<file path="config.mk">
export PLATFORM = sky130hd
export DESIGN_NAME = r_box_engine
export DESIGN_NICKNAME = d
export VERILOG_FILES = /design/src/rtl/r_box_engine.sv
export SDC_FILE = /design/constraint.sdc
export NUM_CORES = 1
export LEC_CHECK = 0
export CAP_MARGIN = 30
export CELL_PAD_IN_SITES_DETAIL_PLACEMENT = 0
export CELL_PAD_IN_SITES_GLOBAL_PLACEMENT = 1
export CORE_UTILIZATION = 44
export CTS_BUF_LIST = sky130_fd_sc_hd__clkbuf_4
export CTS_CLUSTER_DIAMETER = 150
export DETAILED_ROUTE_END_ITERATION = 7
export MAX_ROUTING_LAYER = met4
export PLACE_DENSITY_LB_ADDON = 0.1
export SLEW_MARGIN = 20
export SYNTH_ARGS = -nofsm -noshare
export SYNTH_HDL_FRONTEND = slang
export SYNTH_SLANG_ARGS = --single-unit
</file>
<file path="constraint.sdc">
create_clock -name clk -period 5.5 [get_ports clk]
set_clock_uncertainty 0.15 [all_clocks]
set_input_delay 0.825 -clock clk [delete_from_list [all_inputs] [get_ports clk]]
set_output_delay 0.825 -clock clk [all_outputs]
set_load 0.01 [all_outputs]
</file>
<file path="src/rtl/r_box_engine.sv">
// Purpose : iterative per-byte rotate-left / XOR-round engine with a saturating round count.
// Latency : Neff cycles from accept to out_valid (one cycle when Neff==0), one round per BUSY cycle.
// Backpr. : one operation in flight; in_ready only in IDLE, result held in DONE until out_ready.
module r_box_engine #(
    parameter int BYTES      = 4,
    parameter int MAX_ROUNDS = 8,
    localparam int W         = 8 * BYTES,
    localparam int RW        = $clog2(MAX_ROUNDS) + 1
) (
    input  logic          clk,
    input  logic          rst_n,
    input  logic          in_valid,
    output logic          in_ready,
    input  logic [W-1:0]  in_word,
    input  logic [2:0]    in_func,
    input  logic [RW-1:0] in_rounds,
    output logic          out_valid,
    input  logic          out_ready,
    output logic [W-1:0]  out_word,
    output logic          out_sat
);

    typedef enum logic [1:0] {
        IDLE = 2'd0,
        BUSY = 2'd1,
        DONE = 2'd2
    } state_t;

    localparam logic [RW-1:0] MAX_R = RW'(MAX_ROUNDS);

    state_t        state_q, state_d;
    logic [W-1:0]  word_q,  word_d;
    logic [2:0]    func_q,  func_d;
    logic [RW-1:0] neff_q,  neff_d;
    logic [RW-1:0] r_q,     r_d;
    logic          sat_q,   sat_d;

    // Round index k = r+1; only its low byte is mixed into the lanes.
    logic [RW-1:0] r_next;
    logic [7:0]    k8;
    logic [W-1:0]  round_word;

    // Request-side clamp of the round count.
    logic          sat_in;
    logic [RW-1:0] neff_in;

    // Rotate one byte left by s; bits never leave the byte.
    function automatic logic [7:0] rotl8(input logic [7:0] b, input logic [2:0] s);
        logic [15:0] d;
        d = {b, b} << s;
        return d[15:8];
    endfunction

    assign r_next  = r_q + 1'b1;
    assign k8      = 8'(r_next);
    assign sat_in  = (in_rounds > MAX_R);
    assign neff_in = sat_in ? MAX_R : in_rounds;

    // One round applied independently to every byte lane of the working word.
    always_comb begin
        round_word = '0;
        for (int i = 0; i < BYTES; i++) begin
            round_word[8*i +: 8] = rotl8(word_q[8*i +: 8], func_q) ^ k8;
        end
    end

    // State and datapath registers; reset clears everything so outputs drop at once.
    always_ff @(posedge clk or negedge rst_n) begin
        if (!rst_n) begin
            state_q <= IDLE;
            word_q  <= '0;
            func_q  <= '0;
            neff_q  <= '0;
            r_q     <= '0;
            sat_q   <= 1'b0;
        end else begin
            state_q <= state_d;
            word_q  <= word_d;
            func_q  <= func_d;
            neff_q  <= neff_d;
            r_q     <= r_d;
            sat_q   <= sat_d;
        end
    end

    // Next-state and datapath update: accept in IDLE, iterate in BUSY, hold until drained in DONE.
    always_comb begin
        state_d = state_q;
        word_d  = word_q;
        func_d  = func_q;
        neff_d  = neff_q;
        r_d     = r_q;
        sat_d   = sat_q;
        case (state_q)
            IDLE: begin
                if (in_valid) begin
                    word_d  = in_word;
                    func_d  = in_func;
                    neff_d  = neff_in;
                    sat_d   = sat_in;
                    r_d     = '0;
                    state_d = (neff_in == '0) ? DONE : BUSY;
                end
            end
            BUSY: begin
                r_d    = r_next;
                word_d = round_word;
                if (r_next == neff_q) begin
                    state_d = DONE;
                end
            end
            DONE: begin
                // No accept here: in_ready is low for the whole DONE state.
                if (out_ready) begin
                    state_d = IDLE;
                end
            end
            default: begin
                state_d = IDLE;
            end
        endcase
    end

    // Handshake flags are pure decodes of the registered state.
    assign in_ready  = (state_q == IDLE);
    assign out_valid = (state_q == DONE);
    assign out_word  = word_q;
    assign out_sat   = sat_q;

endmodule

</file>
==> results_tabular.tex <==
\begin{tabular}{lr}
\hline
Metric & Value \\
\hline
\multicolumn{2}{l}{\textbf{Synthesis}} \\
Synthesized-area fraction occupied by ao, oa, aoi and oai cells & 0.118 \\
Combinational family with the most area after synthesis & multiplexers \\
Post-Synthesis Mean Instance Area & between 10 and 15 um2 \\
Mux share of post-synthesis cell area & 0.314 \\
Post-synth EDFFs & 0 \\
Area share of xor/xnor cells in the synthesized design & 0.0429 \\
Warnings, synthesis & 0 \\
Ranking of synthesized cells by area & sky130\_fd\_sc\_hd\_\_dfrtp\_1 (33\%), sky130\_fd\_sc\_hd\_\_mux4\_2 (18\%), sky130\_fd\_sc\_hd\_\_mux2i\_1 (9.4\%) \\
Post-synth ARST share & 1.00 \\
Area of the mapped netlist & $\sim$3500 um2 \\
Seq cells post-synth & 46 \\
Leading cell type by number of instances after synthesis & sky130\_fd\_sc\_hd\_\_dfrtp\_1 \\
Sequential-to-total area share from yosys stat & 0.329 \\
Unique masters post-synth & 40 \\
Simple-gate portion of the synthesized area & 0.143 \\
Share of synthesized cell area in full adder, half adder and majority cells & 0.00357 \\
Cell count after synthesis & 325 \\
Dominant cell type by area after synthesis & sky130\_fd\_sc\_hd\_\_dfrtp\_1 \\
Portion of synthesized cell area occupied by the leading cell type & 0.329 \\
Syn nets & roughly 370 \\
Most common flop cell mapped by yosys & sky130\_fd\_sc\_hd\_\_dfrtp\_1 \\
Leading post-synthesis cells by instance count & sky130\_fd\_sc\_hd\_\_dfrtp\_1 (46), sky130\_fd\_sc\_hd\_\_nand2\_1 (37), sky130\_fd\_sc\_hd\_\_mux2i\_1 (33) \\
\multicolumn{2}{l}{\textbf{Timing}} \\
Final Slew Violations & 0 \\
Final Setup Violations & 0 \\
Final period utilization & 0.548 \\
Period minus WS final & between 3 and 4 ns \\
Actual slew at the worst max-slew pin & just under 1 ns \\
Endpoints failing hold & 0 \\
FMAX & roughly 330 MHz \\
Total Neg Setup Slack & 0 ns \\
Max-slew headroom at the worst pin & 0.355 \\
Unrepaired setup endpoints after global routing & no \\
\multicolumn{2}{l}{\textbf{Routing}} \\
Overall routed net length & 9350 um \\
Detail-routed via count per cell & approximately 6.0 \\
Number of design-rule violations left by the first detailed-router iteration & slightly above 200 \\
DRC violations left & 0 \\
WL/cell & 19.1 um \\
Overall via count from detail\_route & $\sim$3000 \\
Antenna viol nets, final & 0 \\
Length of the first detailed-routing pass in iterations & 5 \\
\multicolumn{2}{l}{\textbf{Floorplan}} \\
Die Span X & 91.2 um \\
Height of the die & about 91 um \\
Initial Util & 0.453 \\
Core Rows & 32 \\
Area of the core & a little under 8000 um2 \\
IO Count & just under 80 \\
Die area & 8320 um2 \\
\multicolumn{2}{l}{\textbf{Clock tree}} \\
CTS tree & built \\
Post-CTS Setup Bufs & 0 \\
Clock insertion delay at the later pin of the skew report & approximately 0.36 ns \\
Total clock buffers created by CTS & 5 \\
Clock transition at the registers of the reported paths & roughly 0.15 ns \\
CTS H-tree depth & 2 \\
Root cell of the clock tree & sky130\_fd\_sc\_hd\_\_clkbuf\_4 \\
Clock net sink count & 46 \\
Number of cells upsized or downsized after cts & 0 \\
Longest Clk Path Bufs & 2 \\
\# hold bufs at CTS & 0 \\
\multicolumn{2}{l}{\textbf{Placed design}} \\
Detailed placer's ending HPWL & approximately 6500 um \\
Placed insts & 481 \\
Input/output buffers & 77 \\
Placer Congestion & 0.837 \\
\multicolumn{2}{l}{\textbf{Global route}} \\
Antenna violations before repair & 0 \\
Total GRT Usage & 0.243 \\
Leftover overflow at the end of global routing & 0 \\
Pin count of the biggest net entering global routing & 38 \\
Number of global-route vias before repair & 2805 \\
Global-route wire length before repair & around 15000 um \\
\multicolumn{2}{l}{\textbf{Flow run}} \\
Count of max-cap constraint violations & 0 \\
\multicolumn{2}{l}{\textbf{Pwr}} \\
Worst voltage drop across the vdd grid & $\sim$0.00034 V \\
Leakage power total & between 1.5 and 2 nW \\
PwrDens & 677 nW/um2 \\
\multicolumn{2}{l}{\textbf{Layout}} \\
Synth-to-layout area growth & 24.5\% \\
Inserted Diodes & 0 \\
Final non-filler cell total & approximately 500 \\
Layout Nets & $\sim$430 \\
Fraction of layout cells with a size suffix above 1 & 0.131 \\
\multicolumn{2}{l}{\textbf{Setup path}} \\
Series of cell instances along the critical path & inv\_1 -> nor2\_1 -> clkdlybuf4s50\_1 \\
Crit-path max FO & 19 \\
Type of the setup path with the least slack & register to output pin \\
Nature of the critical path endpoint & output pin \\
CP Data Arrival Time & slightly above 2 ns \\
Longest individual stage delay on the worst path & roughly 0.78 ns \\
Kind of start point of the critical path & register \\
Worst endpoint required time & between 4 and 5 ns \\
Slowest CP cell & sky130\_fd\_sc\_hd\_\_dfrtp\_1 \\
\multicolumn{2}{l}{\textbf{Outcome}} \\
Result of the run & completed \\
\multicolumn{2}{l}{\textbf{Hold path}} \\
Kind of path behind the tightest hold check & primary input to asynchronous set/reset pin \\
\hline
\end{tabular}
[final timing paths]
| path | startpoint | end | slack (ns) | cells past startpoint |
|---|---|---|---|---|
| max | state_q[1] | out_valid | 2.48 | 3 |
| min | rst_n | out_word[30] | 0.24 | 1 |
| max reg2reg | func_q[2] | out_word[25] | 2.90 | 5 |
| min reg2reg | out_sat | out_sat | 0.33 | 2 |
| max in group asynchronous | rst_n | func_q[0] | 4.43 | 2 |
| min in group clk | out_sat | out_sat | 0.33 | 2 |
[cell type report]
type,count,area (um2)
Tap cell,102,128
Fill cell,685,3370
Multi-Input combinational cell,249,2180
Sequential cell,46,1150
Timing Repair Buffer,83,836
Clock buffer,6,45.0
Clock inverter,2,8.76
Inverter,2,7.51
[registers in the layout, summed over array words and instances, names as in the netlist]
signal and cells:
func_q 3, r_q 4, neff_q 4, state_q 2, out_word 32, out_sat 1
[power by group]
| part | switching [mW] | internal, mW | total [mW] |
|---|---|---|---|
| Clock | 0.113 | 0.0533 | 0.166 |
| Sequential | 0.323 | 0.522 | 0.845 |
| Combinational | 0.861 | 1.08 | 1.94 |
[per-layer routing]
| layer | GRT usage | up-vias | routed length, um |
|---|---|---|---|
| met5 | - | - | 0 |
| met4 | 0.0608 | 0 | 162 |
| met3 | 0.0335 | 14 | 391 |
| met2 | 0.351 | 103 | 4310 |
| met1 | 0.362 | 1450 | 4480 |
| li1 | - | 1361 | - |
[worst max-delay path: cells and delay by family, from the launching register on]
kind,cells,cell delay [ns]
buffers and inverters,2,0.77
AND/OR/NAND/NOR,1,0.14
flip-flops,1,0.78
[through the flow]
| step | util | power, mW | setup slack [ns] | cell area (um2) | hold WS [ns] |
|---|---|---|---|---|---|
| 2_1_floorplan | - | 2.20 | 3.47 | 3500 | 0.308 |
| 3_3_place_gp | 0.552 | 2.74 | 2.24 | 4270 | 0.311 |
| 3_5_place_dp | 0.555 | 2.78 | 2.12 | 4290 | 0.311 |
| 4_1_cts | 0.562 | 2.95 | 2.47 | 4340 | 0.253 |
| 5_1_grt | 0.564 | 3.18 | 2.31 | 4360 | 0.258 |
| 6_report | 0.564 | 2.95 | 2.48 | 4360 | 0.242 |
[kinds of logic (layout without fill, tap and decap cells)]
logic type	after synthesis	in the layout
AOI/OAI and AO/OA	66	66
xor gates and xnor gates	15	15
adders and majority gates	1	1
buffers and inverters	30	93
DFF	46	46
muxes	68	68
and+or+nand+nor	99	99
[layout by cell type (no fill, tap or decap), types with 2 or more instances in the layout]
cell type / n
sky130_fd_sc_hd__buf_4: 4
sky130_fd_sc_hd__and2_1: 3
sky130_fd_sc_hd__mux2_2: 3
sky130_fd_sc_hd__clkbuf_4: 6
sky130_fd_sc_hd__nand2_1: 37
sky130_fd_sc_hd__dfrtp_1: 45
sky130_fd_sc_hd__mux2i_1: 33
sky130_fd_sc_hd__nor3b_1: 11
sky130_fd_sc_hd__xor2_1: 7
sky130_fd_sc_hd__o221ai_2: 2
sky130_fd_sc_hd__xnor2_1: 7
sky130_fd_sc_hd__mux4_1: 4
sky130_fd_sc_hd__nor2b_1: 10
sky130_fd_sc_hd__nand3_1: 12
sky130_fd_sc_hd__mux4_2: 28
sky130_fd_sc_hd__inv_1: 2
sky130_fd_sc_hd__o22a_1: 2
sky130_fd_sc_hd__buf_12: 2
sky130_fd_sc_hd__a21oi_1: 26
sky130_fd_sc_hd__o22ai_1: 6
sky130_fd_sc_hd__o21ai_0: 9
sky130_fd_sc_hd__nor3_1: 6
sky130_fd_sc_hd__clkdlybuf4s50_1: 76
sky130_fd_sc_hd__a31oi_1: 3
sky130_fd_sc_hd__o21ai_1: 6
sky130_fd_sc_hd__o221ai_1: 7
sky130_fd_sc_hd__nor2_1: 10
sky130_fd_sc_hd__nand3b_1: 6
Note: power is estimated with default switching activity, not from simulation.
